File: src/rtl/vga_font_wr_sched_pkg.sv
// ---------------------------------------------------------------------------
// vga_font_wr_sched_pkg
// Shared definitions for the VGA font write path. This package holds the font
// memory geometry constants, which the font memory instance also uses, and the
// write scheduler state encoding.
// ---------------------------------------------------------------------------
package vga_font_wr_sched_pkg;

  // 128 characters x 16 rows, 8 pixels per row.
  localparam int FONT_ADDR_WIDTH = 11;
  localparam int FONT_DATA_WIDTH = 8;

  typedef enum logic [1:0] {
    IDLE  = 2'd0,  // accept requests, issue queued writes during blanking
    DRAIN = 2'd1,  // clear pending: flush queued writes first, no accepts
    CLEAR = 2'd2   // zero the whole font memory, one row per blank cycle
  } state_e;

endpackage : vga_font_wr_sched_pkg

File: src/rtl/vga_sync_fifo.sv
// ---------------------------------------------------------------------------
// vga_sync_fifo
// Small single-clock FIFO with a first-word-fall-through head output.
// Ports:
//   clk_i, rstn_i      clock, asynchronous active-low reset
//   push_i / wdata_i   write one entry (ignored when full)
//   pop_i              drop the head entry (ignored when empty)
//   full_o, empty_o    occupancy flags
//   count_o            number of stored entries
//   head_o             oldest entry, valid when empty_o is 0
// DEPTH must be a power of two (>= 2) so the pointers wrap naturally.
// ---------------------------------------------------------------------------
module vga_sync_fifo #(
  parameter int WIDTH = 8,
  parameter int DEPTH = 4
) (
  input  logic                     clk_i,
  input  logic                     rstn_i,
  input  logic                     push_i,
  input  logic [WIDTH-1:0]         wdata_i,
  input  logic                     pop_i,
  output logic                     full_o,
  output logic                     empty_o,
  output logic [$clog2(DEPTH):0]   count_o,
  output logic [WIDTH-1:0]         head_o
);

  localparam int AW = $clog2(DEPTH);
  localparam int CW = AW + 1;

  logic [WIDTH-1:0] mem_q [DEPTH];
  logic [AW-1:0]    wr_ptr_q, rd_ptr_q;
  logic [CW-1:0]    count_q;
  logic             do_push, do_pop;

  assign full_o  = (count_q == CW'(DEPTH));
  assign empty_o = (count_q == '0);
  assign do_push = push_i && !full_o;
  assign do_pop  = pop_i && !empty_o;
  assign count_o = count_q;
  assign head_o  = mem_q[rd_ptr_q];

  // NOTE: the storage array has no reset; the pointers and count decide
  // which entries are meaningful, so resetting the data would only add logic.
  always_ff @(posedge clk_i) begin
    if (do_push) mem_q[wr_ptr_q] <= wdata_i;
  end

  // NOTE: sequential state uses non-blocking assignments so every register
  // samples the pre-edge values, independent of statement order.
  always_ff @(posedge clk_i or negedge rstn_i) begin
    if (!rstn_i) begin
      wr_ptr_q <= '0;
      rd_ptr_q <= '0;
      count_q  <= '0;
    end else begin
      if (do_push) wr_ptr_q <= wr_ptr_q + 1'b1;
      if (do_pop)  rd_ptr_q <= rd_ptr_q + 1'b1;
      count_q <= count_q + CW'(do_push) - CW'(do_pop);
    end
  end

endmodule : vga_sync_fifo

File: src/rtl/vga_font_wr_sched.sv
// ---------------------------------------------------------------------------
// vga_font_wr_sched
// Schedules writes to the VGA font memory so that they only land in cycles
// whose read data is unused (blanking). CPU glyph-row writes are buffered in
// a FIFO; a clear command zeroes every font row after the queued writes have
// gone out.
// Ports:
//   clk_i, rstn_i        25 MHz clock, asynchronous active-low reset
//   blank_i              lookahead: high now means the next edge is safe
//   req_valid_i/ready_o  CPU write request handshake
//   req_addr_i/data_i    glyph row address / pixels (MSB = leftmost)
//   clear_i              pulse: zero the whole font memory
//   clear_done_o         pulse, coincides with the final zero write
//   busy_o               work outstanding (FIFO non-empty or not IDLE)
//   pending_o            FIFO occupancy
//   font_addr_w_o, font_wr_en_o, font_din_o  registered font write port
// ---------------------------------------------------------------------------
module vga_font_wr_sched
  import vga_font_wr_sched_pkg::*;
#(
  parameter int ADDR_WIDTH = FONT_ADDR_WIDTH,
  parameter int DATA_WIDTH = FONT_DATA_WIDTH,
  parameter int FIFO_DEPTH = 4
) (
  input  logic                        clk_i,
  input  logic                        rstn_i,
  input  logic                        blank_i,
  input  logic                        req_valid_i,
  output logic                        req_ready_o,
  input  logic [ADDR_WIDTH-1:0]       req_addr_i,
  input  logic [DATA_WIDTH-1:0]       req_data_i,
  input  logic                        clear_i,
  output logic                        clear_done_o,
  output logic                        busy_o,
  output logic [$clog2(FIFO_DEPTH):0] pending_o,
  output logic [ADDR_WIDTH-1:0]       font_addr_w_o,
  output logic                        font_wr_en_o,
  output logic [DATA_WIDTH-1:0]       font_din_o
);

  localparam int CW = $clog2(FIFO_DEPTH) + 1;

  state_e                  state_q, state_d;
  logic [ADDR_WIDTH-1:0]   clr_cnt_q, clr_cnt_d;
  logic                    wr_en_q, wr_en_d;
  logic [ADDR_WIDTH-1:0]   addr_q, addr_d;
  logic [DATA_WIDTH-1:0]   din_q, din_d;
  logic                    done_q, done_d;

  logic                    fifo_push, fifo_pop, fifo_full, fifo_empty;
  logic [CW-1:0]           fifo_count, count_after;
  logic [ADDR_WIDTH-1:0]   head_addr;
  logic [DATA_WIDTH-1:0]   head_data;
  logic                    can_issue;

  vga_sync_fifo #(
    .WIDTH (ADDR_WIDTH + DATA_WIDTH),
    .DEPTH (FIFO_DEPTH)
  ) u_fifo (
    .clk_i   (clk_i),
    .rstn_i  (rstn_i),
    .push_i  (fifo_push),
    .wdata_i ({req_addr_i, req_data_i}),
    .pop_i   (fifo_pop),
    .full_o  (fifo_full),
    .empty_o (fifo_empty),
    .count_o (fifo_count),
    .head_o  ({head_addr, head_data})
  );

  // Requests are only taken in IDLE; DRAIN and CLEAR hold the CPU off.
  assign req_ready_o = (state_q == IDLE) && !fifo_full;
  assign fifo_push   = req_valid_i && req_ready_o;

  // A queued write goes out at the edge after blank_i is seen high.
  assign can_issue   = ((state_q == IDLE) || (state_q == DRAIN)) &&
                       !fifo_empty && blank_i;
  assign fifo_pop    = can_issue;

  // Occupancy as it will be after this edge; decides DRAIN vs CLEAR.
  assign count_after = fifo_count + CW'(fifo_push) - CW'(fifo_pop);

  // NOTE: every signal driven here gets a default first, so no path through
  // the case statement can leave one unassigned and infer a latch.
  always_comb begin
    state_d   = state_q;
    clr_cnt_d = clr_cnt_q;
    wr_en_d   = 1'b0;
    addr_d    = addr_q;
    din_d     = din_q;
    done_d    = 1'b0;

    if (can_issue) begin
      wr_en_d = 1'b1;
      addr_d  = head_addr;
      din_d   = head_data;
    end

    unique case (state_q)
      IDLE: begin
        if (clear_i) state_d = (count_after != '0) ? DRAIN : CLEAR;
      end
      DRAIN: begin
        if (count_after == '0) state_d = CLEAR;
      end
      CLEAR: begin
        if (blank_i) begin
          wr_en_d   = 1'b1;
          addr_d    = clr_cnt_q;
          din_d     = '0;
          clr_cnt_d = clr_cnt_q + 1'b1;  // wraps to 0 after the last row
          if (clr_cnt_q == '1) begin
            state_d = IDLE;
            done_d  = 1'b1;
          end
        end
      end
      default: state_d = IDLE;
    endcase
  end

  always_ff @(posedge clk_i or negedge rstn_i) begin
    if (!rstn_i) begin
      state_q   <= IDLE;
      clr_cnt_q <= '0;
      wr_en_q   <= 1'b0;
      addr_q    <= '0;
      din_q     <= '0;
      done_q    <= 1'b0;
    end else begin
      state_q   <= state_d;
      clr_cnt_q <= clr_cnt_d;
      wr_en_q   <= wr_en_d;
      addr_q    <= addr_d;
      din_q     <= din_d;
      done_q    <= done_d;
    end
  end

  assign font_wr_en_o  = wr_en_q;
  assign font_addr_w_o = addr_q;
  assign font_din_o    = din_q;
  assign clear_done_o  = done_q;
  assign pending_o     = fifo_count;
  assign busy_o        = !fifo_empty || (state_q != IDLE);

endmodule : vga_font_wr_sched
File: config.mk
export PLATFORM = sky130hd
export DESIGN_NAME = vga_font_wr_sched
export DESIGN_NICKNAME = d
export VERILOG_FILES = /design/src/rtl/vga_font_wr_sched_pkg.sv /design/src/rtl/vga_sync_fifo.sv /design/src/rtl/vga_font_wr_sched.sv
export SDC_FILE = /design/constraint.sdc
export NUM_CORES = 1
export LEC_CHECK = 0
export ABC_AREA = 1
export CELL_PAD_IN_SITES_DETAIL_PLACEMENT = 0
export CELL_PAD_IN_SITES_GLOBAL_PLACEMENT = 1
export CORE_ASPECT_RATIO = 0.5
export CORE_UTILIZATION = 40
export CTS_BUF_LIST = sky130_fd_sc_hd__clkbuf_8
export CTS_CLUSTER_SIZE = 25
export DETAILED_ROUTE_END_ITERATION = 10
export MAX_ROUTING_LAYER = met4
export PLACE_DENSITY_LB_ADDON = 0.12
export SYNTH_ARGS = -nofsm -noshare
export SYNTH_HDL_FRONTEND = slang
export SYNTH_SLANG_ARGS = --single-unit
export TNS_END_PERCENT = 20
File: constraint.sdc
create_clock -name clk_i -period 3.1 [get_ports clk_i]
set_clock_uncertainty 0.15 [all_clocks]
set_input_delay 0.62 -clock clk_i [delete_from_list [all_inputs] [get_ports clk_i]]
set_output_delay 0.62 -clock clk_i [all_outputs]
set_load 0.005 [all_outputs]
# Word-level counts from Yosys, hierarchy flattened
# Memory sizes are Yosys's and may differ from the RTL's.
# Index checks and enable logic that the tools add are counted.
[totals]
out_inout_bits = 26
memories = 1
in_bits = 24
wordCells = 62
register_bits = 41
ram_bits = 76
[mem_list]
columns = ["memory", "words", "width", "rd", "rd_ports_with_merged_regs", "wr", "line", "rtl"]
rows = [
  ["u_fifo.mem_q", 4, 19, 1, 0, 1, "vga_sync_fifo.sv:31", "logic [WIDTH-1:0] mem_q [DEPTH];"],
]
[op_classes]
n_reduce_logical = 17
n_eq_ne = 8
add_sub_neg = 7
muxes = 20
[ops]
columns = ["op", "count"]
rows = [
  ["11-bit 2-to-1 mux", 3],
  ["8-bit 2-to-1 mux", 3],
  ["11-bit by 1-bit adder with 11-bit output (second input constant)", 1],
  ["11-bit == test (second input constant)", 1],
  ["2-bit 2-to-1 mux", 5],
  ["1-bit 2-to-1 mux", 8],
  ["3-bit by 1-bit adder with 3-bit output", 2],
  ["1-bit logical AND", 6],
  ["3-bit logical NOT", 2],
  ["2-bit != test (second input constant)", 3],
  ["2-bit case mux with 3 select lines", 1],
  ["3-bit by 1-bit subtractor with 3-bit output", 2],
  ["2-bit by 1-bit adder with 2-bit output (second input constant)", 2],
  ["4-bit AND reduction", 1],
  ["3-bit == test (second input constant)", 1],
  ["3-bit nonzero test", 1],
  ["2-bit by 1-bit == test with 1-bit output (second input constant)", 1],
  ["2-bit == test (second input constant)", 1],
  ["1-bit logical NOT", 2],
  ["2-bit logical NOT", 1],
  ["1-bit logical OR", 2],
  ["2-bit by 1-bit != test with 1-bit output (second input constant)", 1],
  ["2-bit AND reduction", 1],
  ["2-bit nonzero test", 1],
]

# Depth between registers and ports, before layout
# Gate-level depths: netlist (run 1).
[logic_depth]
word_depth = 10
ltp_mapped = 13
depth_no_buf = 13

# Modules after synthesis
# From an unflattened synthesis (run 1), not the netlist that was laid out.
[hier_totals]
hier_cells = 509
hier_area_um2 = 5159.9
[by_module_without_submodules]
columns = ["mod", "cells_each", "seq_area_each_um2", "instances", "area_each_um2"]
rows = [
  ["vga_sync_fifo", 300, 2457.4, 1, 3444.6],
  ["vga_font_wr_sched", 209, 850.8, 1, 1715.4],
]

# Worst setup path after synthesis (run 1)
# Ideal clock, no wire load.
[synth_path]
path_kind = "input -> register"
from = "input port blank_i"
to = "register state_q[1]"
path_stages = 13
path_slack_ns = 0.682
setup_ns = 0.071
arrival_ns = 2.197
path_buffers = 0
required_ns = 2.879
path_cell_list = "inv_2 nor2_2 inv_2 nor2_1 ha_1 inv_1 ha_1 fa_1 nor2_1 nand3_1 nor2_1 nor2_1 nor2_1"
[synth_via]
elab_chain_len = 6
word_cells_on_any_way = 10
classes_between = "1 x add/sub; 2 x eq/ne; 3 x mux; 4 x reduce/logical"
[synth_rtl]
columns = ["item", "line", "rtl"]
rows = [
  ["start, declared", "vga_font_wr_sched.sv:27", "input logic blank_i,"],
  ["1-bit logical AND", "vga_font_wr_sched.sv:77", "!fifo_empty && blank_i;"],
  ["3-bit by 1-bit subtractor with 3-bit output", "vga_font_wr_sched.sv:81", "assign count_after = fifo_count + CW'(fifo_push) - CW'(fifo_pop);"],
  ["3-bit nonzero test", "vga_font_wr_sched.sv:101", "if (clear_i) state_d = (count_after != '0) ? DRAIN : CLEAR;"],
  ["2-bit 2-to-1 mux (2 in a row)", "vga_font_wr_sched.sv:101", ""],
  ["2-bit case mux with 3 select lines", "vga_font_wr_sched.sv:99", "unique case (state_q)"],
  ["end signal, assigned", "vga_font_wr_sched.sv:131", "state_q <= state_d;"],
  ["end, declared", "vga_font_wr_sched.sv:43", "state_e state_q, state_d;"],
]
# Parallel ways exist; a longest one is shown, timed or not. The select of a mux whose other input is x is not followed.
# A chain may end at the register's enable or synchronous reset.

# Final worst setup path (run 1)
[layout_path]
from = "register state_q[1]"
to = "output port req_ready_o"
[layout_via]
elab_chain_len = 2
[layout_rtl]
columns = ["item", "line", "rtl"]
rows = [
  ["2-bit logical NOT", "vga_font_wr_sched.sv:72", "assign req_ready_o = (state_q == IDLE) && !fifo_full;"],
  ["1-bit logical AND", "vga_font_wr_sched.sv:72", ""],
  ["end, declared", "vga_font_wr_sched.sv:29", "output logic req_ready_o,"],
]
# No other way between the ends.

==> results.toml, run 1 <==
[cts]
cts-resized-gates = 0
clockRootBuffer = "clkbuf_8"
clk-insertion-delay-late_ns = 0.42
cts_tree = "yes"
cts.sinks = 117
numCtsBuffers = 17
cts.clk_slew.worst_paths_ns = 0.08
clock_path_buffers = 2
ctsHtreeMaxLevel = 4

[worst_setup_path]
r2r_end = "state_q[1]"
critPathLaunchType = "flop"
crit_fanout = 4
r2r-start = "u_fifo.count_o[1]"
cp_data_arrival_time_ns = 1.85
regToRegSetupSlack_ns = 0.58
reg2reg_depth = 13
crit_type = "reg -> out"
worst-endpoint-required_ns = 2.33
endpoint_kind = "output port"

[timing]
fin_crit_ns = 2.62
holdWs_ns = 0.366
final-setup-viol-count = 0
hold_viol_final = 0
rsz0062_at_grt = "false"
fin_crit_sh_pct = 84.6
tightest_slew_ns = 0.635
fmax_ghz = 0.381
slew_headroom_pct = 57.5
fin_setup_tns_ns = 0
slew_violations = 0

[grt]
grt_pass1_wl_mm = 17.1
overflow = 0
grt_max_degree = 40
grt.total_usage_pct = 18.6
grt_util_met3_pct = 4.19
grt_busiest_layer = "met2"
grt_use_met1_pct = 24.5
grtUsageMet2_pct = 28.4
grt_pass1_vias = 3187
antenna_found_initial = 0

[die]
die_h_um = 81.3
die_area_um2 = 13000
initial_core_util_pct = 41.8
die_x_um = 161
core_um2 = 12000
num_rows = 28
io_pins = 50

[detailed_routing]
avgViaCountPerCell = 4.78
first_iter_violations = 168
ant_nets = 0
wl_per_cell_um = 15.4
finalWirelength_mm = 10.8
drt-pass1-iter-count = 4
drc = 0
vias = 3338

[logic_synthesis]
ys_seq_area_share_pct = 65.8
yosys.area_share.simple_pct = 18.0
avgSynthCellArea_um2 = 10.9
synth-xor-area-share_pct = 1.74
ys_types = 33
synthCells = 459
synth-adder-area-share_pct = 3.04
synth_compound_area_share_pct = 7.07
syn-num-nets = 494
muxShareOfSynthArea_pct = 0
synth_area_um2 = 5020
synth_area_leaders = "edfxtp_1, dfrtp_1, nand2_1"
ys_warn_count = 0
synth_seq_cells = 117
synth_top_area_share_pct = 45.4
synth_top_family_by_area = "simple AND/OR/NAND/NOR gates"
yosysTopAreaCell = "edfxtp_1"

[worst_hold_path]
worstHoldStart = "font_din_o[6]"
whs_path_depth = 2
holdPathEnd = "font_din_o[6]"
min_path_type = "reg -> reg"

[layout]
final_common_cell = "nand2_1"
syn_to_final_growth_pct = 21.2
seq_area_um2 = 3310
multi_input_area_um2 = 1500
nets = 555
diodes = 0
mostFrequentLayoutCells = "nand2_1, nor2_1, edfxtp_1, clkdlybuf4s50_1, dfrtp_1"
drive_gt1_share_pct = 12.0
stdcell_area_um2 = 6090
nFillCells = 1082

[outcome]
status = "complete, no violations"

[placement]
place.gp.congestion = 0.793
placed_cell_area_um2 = 5690
numPortBuffers = 49
dpl.hpwl_mm = 6.49

[power]
p_per_area_nw_per_um2 = 914
ir_drop_mv = 0.282
leakagePower_nw = 2.41

[run]
cap_violations = 0
routing by layer:
metal  vias to the layer above  share of wire (%)
met5                         -                  0
met4                         0               0.47
met3                         4                5.4
met2                        70                 45
met1                      1586                 49
li1                       1678                  -
kinds of logic (layout without fill, tap and decap cells):
family / after synthesis / after routing
simple gates: 213 / 213
flops: 117 / 117
compound gates: 60 / 60
buf+inv: 48 / 122
fa+ha+maj: 11 / 11
xor+xnor: 10 / 10
sequential cells by signal (all words and copies together), names as in the netlist:
| name | cells |
|---|---|
| u_fifo.mem_q | 76 |
| clr_cnt_q | 11 |
| font_addr_w_o | 11 |
| font_din_o | 8 |
| u_fifo.count_o | 3 |
| state_q | 2 |
| u_fifo.rd_ptr_q | 2 |
| u_fifo.wr_ptr_q | 2 |
| clear_done_o | 1 |
| font_wr_en_o | 1 |
repair_timing:
item | 4_1_cts | 5_1_grt
hold buffers | 1 | 0
buffers inserted | 0 | 0
hold endpoints to repair | 16 | 0
where the power goes:
part	internal [mW]	switching (mW)	leakage [nW]
Combinational	0.782	1.19	1.01
Sequential	2.01	0.216	1.20
Clock	0.670	0.703	0.200
per-stage QoR:
step           instances  worst slack, ns  power [mW]  util [%]
2_1_floorplan        459            0.682        3.51         -
3_3_place_gp         665            0.185        4.23      47.4
3_5_place_dp         665            0.112        4.25      47.4
4_1_cts              698            0.432        5.65      50.7
5_1_grt              698            0.318        5.99      50.7
6_report             698            0.477        5.57      50.7
Yosys cell counts:
cell	instances
a21oi_1	1
nor2_8	1
a31oi_4	1
nand3b_1	1
dfrtp_1	41
nor2_2	1
edfxtp_1	76
buf_6	2
inv_2	8
xor2_1	8
o21ai_1	3
buf_4	4
o21ai_0	39
nor2_4	2
nand2_1	85
o22ai_1	10
buf_2	6
nand3_1	32
clkbuf_1	7
a22oi_1	1
nand3_2	1
fa_1	2
o211ai_1	1
nor2_1	84
xnor2_1	2
ha_1	9
o21ai_4	1
o21ai_2	2
nand2_4	1
nand2_2	2
a21boi_0	1
inv_1	21
nand4_1	3
final cells by class:
type	count	area share, %
flip-flops and latches	117	54.3
multi-input cells	294	24.6
repair buffers	61	9.49
clock buffers	17	3.84
well taps	165	3.39
clock inverters	15	2.59
inverters	29	1.79
how the worst max path moves through the flow:
stage,start,to,slack [ns],cells after the start
floorplan,blank_i,state_q[1],0.68,13
global placement,blank_i,state_q[1],0.19,14
detailed placement,blank_i,state_q[1],0.11,14
CTS,u_fifo.count_o[1],busy_o,0.43,5
global route,u_fifo.count_o[1],busy_o,0.32,5
finish,state_q[1],req_ready_o,0.48,4
worst max-delay path, stage by stage (launching register included):
cell and delay [ns]:
dfrtp_1 0.43, inv_1 0.13, nand2_1 0.14, a31oi_4 0.21, clkdlybuf4s50_1 0.53
Power figures use the tool's default switching activity.
==> run 2, diff against run 1 <==
clock period = 2.71 ns   (was 3.1 ns; I/O delays follow)
==> results.toml, run 2 (synthesis results as in run 1) <==
[layout]
mostFrequentLayoutCells = "nand2_1, nor2_1, edfxtp_1, clkdlybuf4s50_1, dfrtp_1"
stdcell_area_um2 = 6100
largest_register = "u_fifo.mem_q"
fin_util_pct = 50.7
drive_gt1_share_pct = 12.3
final_common_cell = "nand2_1"
layoutNonFillerInstCount = 702
syn_to_final_growth_pct = 21.3
nets = 559
largest_reg_flops = 76
diodes = 0

[cts]
cts.sinks = 117
clockRootBuffer = "clkbuf_8"
cts.clk_slew.worst_paths_ns = 0.08
cts_tree = "yes"
clk-insertion-delay-late_ns = 0.43
ctsHtreeMaxLevel = 4
numCtsBuffers = 17
clock_path_buffers = 2
cts-resized-gates = 0

[die]
num_rows = 28
initial_core_util_pct = 41.8
die_area_um2 = 13000
die_h_um = 81.3
core_um2 = 12000
io_pins = 50
die_x_um = 161

[timing]
fin_crit_ns = 2.56
rsz0062_at_grt = "false"
hold_viol_final = 0
holdWs_ns = 0.312
final-setup-viol-count = 0
fin_crit_sh_pct = 94.3
slew_violations = 0
layout_setup_ws_ns = 0.154
slew_headroom_pct = 58.7
tightest_slew_ns = 0.618
fmax_ghz = 0.391

[detailed_routing]
wl_per_cell_um = 15.2
vias = 3280
ant_nets = 0
finalWirelength_mm = 10.7
first_iter_violations = 187
drc = 0
avgViaCountPerCell = 4.67
drt-pass1-iter-count = 5

[worst_setup_path]
cp_data_arrival_time_ns = 1.86
r2r-start = "u_fifo.count_o[1]"
reg2reg_depth = 13
regToRegSetupSlack_ns = 0.21
r2r_end = "state_q[1]"
crit_fanout = 4
critPathLaunchType = "flop"
crit_type = "reg -> out"
worst-endpoint-required_ns = 2.02
endpoint_kind = "output port"

[grt]
antenna_found_initial = 0
grt_max_degree = 33
overflow = 0
grt_pass1_vias = 3146
grt.total_usage_pct = 18.6
grt_pass1_wl_mm = 17.0

[placement]
pre_cts_ws_ns = -0.134
placed_cell_area_um2 = 5720
numPortBuffers = 49
place.gp.congestion = 0.775
dpl.cell_count = 669
dpl.hpwl_mm = 6.60

[worst_hold_path]
min_path_type = "in -> async"

[power]
ir_drop_mv = 0.392
p_per_area_nw_per_um2 = 1030
leakagePower_nw = 2.41

[outcome]
status = "complete, no violations"

[run]
cap_violations = 0
## run 2: changes by cell type in the layout (fill, tap and decap cells not counted)
cell        previous run  this run
clkinv_2               1         2
clkinv_1               0         1
buf_4                 11        15
inv_1                 21        22
inv_6                  6         3
clkinvlp_4             1         3
clkinv_4               2         4
inv_8                  4         0
## run 2: worst max path at each step
stage,from,to,cells after the start
after floorplan,u_fifo.count_o[1],state_q[1],13
after global placement,blank_i,state_q[1],14
after detailed placement,blank_i,state_q[1],14
after CTS,u_fifo.count_o[1],busy_o,5
after global routing,u_fifo.count_o[1],state_q[1],13
final,state_q[1],req_ready_o,4
## run 2: stage by stage
step                TNS [ns]  total power [mW]
floorplan                  0              4.02
CTS                        0              6.37
finish                     0              6.27
global placement     -0.0775              4.86
global route               0              6.76
detailed placement    -0.176              4.88
## run 2: what timing repair did
action	in CTS	in global routing
hold buffers	1	0
buffers inserted	0	0
hold endpoints to repair	4	0
## run 2: critical path: stages (launching register included)
cell,delay (ns)
dfrtp_1,0.43
inv_1,0.13
nand2_1,0.15
a31oi_4,0.20
clkdlybuf4s50_1,0.52
## run 2: final cells by class
cell class / count / area [um^2]
Multi-Input combinational cell: 294 / 1500
Clock buffer: 17 / 234
Sequential cell: 117 / 3310
Tap cell: 165 / 206
Clock inverter: 15 / 131
Timing Repair Buffer: 65 / 608
Inverter: 29 / 109
Fill cell: 1069 / 5920
## run 2: power by group
| part | total (mW) | internal (mW) | switching, mW |
|---|---|---|---|
| Sequential | 2.56 | 2.30 | 0.262 |
| Clock | 1.47 | 0.726 | 0.742 |
| Combinational | 2.24 | 0.910 | 1.33 |
| Total | 6.27 | 3.94 | 2.33 |
## run 2: layer usage
metal  vias up  track usage (%)  wire [um]
met4         0             4.67         41
met1      1521             25.4       5450
li1       1678                -          -
met5         -                -          0
met3         2             5.82        547
met2        79             26.8       4640
==> run 3, diff against run 2 <==
CORE_MARGIN = 3   (was unset)
==> results.toml, run 3 (synthesis results as in run 1) <==
[die]
die_h_um = 85.3
io_pins = 50
core_um2 = 12100
die_area_um2 = 14000
die_x_um = 165
num_rows = 28
initial_core_util_pct = 41.7

[cts]
clock_path_buffers = 2
numCtsBuffers = 17
cts.sinks = 117
clk-insertion-delay-late_ns = 0.43
ctsHtreeMaxLevel = 4
cts_setup_buffers = 0
clockRootBuffer = "clkbuf_8"
cts_tree = "yes"
hold_buffers = 0
cts.clk_slew.worst_paths_ns = 0.08

[timing]
rsz0062_at_grt = "false"
fin_crit_ns = 2.53
tightest_slew_ns = 0.583
fin_crit_sh_pct = 93.4
slew_headroom_pct = 61.0
fmax_ghz = 0.395
final-setup-viol-count = 0
holdWs_ns = 0.0371
hold_viol_final = 0
slew_violations = 0
fin_setup_tns_ns = 0

[power]
p_int_mw = 3.86
total_power_mw = 6.22
seqPwrFrac_pct = 41.4
p_per_area_nw_per_um2 = 1030
p_sw_share_pct = 38.0
pwr-share-clk_pct = 22.2
ir_drop_mv = 0.306
pwr-share-comb_pct = 36.4
p_sw_mw = 2.36
leakagePower_nw = 2.39

[detailed_routing]
drt-pass1-iter-count = 4
finalWirelength_mm = 11.0
ant_nets = 0
wl_per_cell_um = 15.7
avgViaCountPerCell = 4.75
first_iter_violations = 253
drc = 0
vias = 3328

[grt]
grt_pass1_wl_mm = 18.2
antenna_found_initial = 0
grt_pass1_vias = 3369
overflow = 0
grt_max_degree = 42
grt.total_usage_pct = 17.9

[layout]
largest_reg_flops = 76
syn_to_final_growth_pct = 20.7
nets = 558
final_common_cell = "nand2_1"
diodes = 0
stdcell_area_um2 = 6060
mostFrequentLayoutCells = "nand2_1, nor2_1, edfxtp_1, clkdlybuf4s50_1, dfrtp_1"
largest_register = "u_fifo.mem_q"
nFillCells = 1103
drive_gt1_share_pct = 12.3

[worst_setup_path]
endpoint_kind = "output port"
cp_data_arrival_time_ns = 1.84
crit_start = "state_q[1]"
crit_fanout = 4
worst-endpoint-required_ns = 2.02
reg2reg_depth = 13
r2r_end = "state_q[1]"
r2r-start = "u_fifo.count_o[1]"
critPathLaunchType = "flop"
regToRegSetupSlack_ns = 0.24
crit_type = "reg -> out"

[worst_hold_path]
min_path_type = "in -> async"

[placement]
dpl.hpwl_mm = 6.79
place.gp.congestion = 0.810
placed_cell_area_um2 = 5720
numPortBuffers = 49

[run]
cap_violations = 0

[outcome]
status = "complete, no violations"
## run 3: stage by stage
step | setup slack, ns | utilization, % | std cells
6_report | 0.180 | 50.3 | 700
5_1_grt | 0.00250 | 50.3 | 700
4_1_cts | 0.109 | 50.3 | 700
3_5_place_dp | -0.125 | 47.5 | 669
3_3_place_gp | -0.0770 | 47.5 | 669
2_1_floorplan | 0.344 | - | 459
## run 3: metal layers
| metal | routed length [um] | share of wire [%] | vias to the layer above | GRT usage [%] |
|---|---|---|---|---|
| li1 | - | - | 1674 | - |
| met1 | 5630 | 51 | 1587 | 25.4 |
| met2 | 4820 | 44 | 59 | 25.1 |
| met3 | 475 | 4.3 | 8 | 4.49 |
| met4 | 70 | 0.64 | 0 | 6.09 |
| met5 | 0 | 0 | - | - |
## run 3: cell type report
cell class / instances / area, um^2 / area share, %
clock buffer: 17 / 234 / 3.86
clock inverter: 14 / 106 / 1.75
inverter: 29 / 111 / 1.84
multi-input combinational: 294 / 1500 / 24.7
sequential: 117 / 3310 / 54.6
tap: 165 / 206 / 3.40
timing repair buffer: 64 / 598 / 9.86
## run 3: power by group through the flow
stage / logic (mW) / registers, mW / clock network [mW]
after CTS: 2.30 / 2.57 / 1.42
after global placement: 2.27 / 2.61 / 0
after global routing: 2.61 / 2.62 / 1.52
after detailed placement: 2.29 / 2.61 / 0
after floorplan: 1.48 / 2.54 / 0
final: 2.26 / 2.57 / 1.38
## run 3: repair_timing
action	4_1_cts	5_1_grt
hold endpoints to repair	0	0
resized for setup	0	1
setup endpoints to repair	0	1
## run 3: worst max path at each step
stage,endpoint,slack [ns],cells after the start
floorplan,state_q[1],0.34,13
global placement,state_q[1],-0.08,14
detailed placement,state_q[1],-0.12,14
CTS,busy_o,0.11,5
global route,state_q[1],0.003,13
finish,req_ready_o,0.18,4
## run 3: worst max-delay path, cell delays in order, from the launching register on
cell and delay, ns:
dfrtp_1 0.43, inv_1 0.13, nand2_1 0.14, a31oi_4 0.19, clkdlybuf4s50_1 0.53
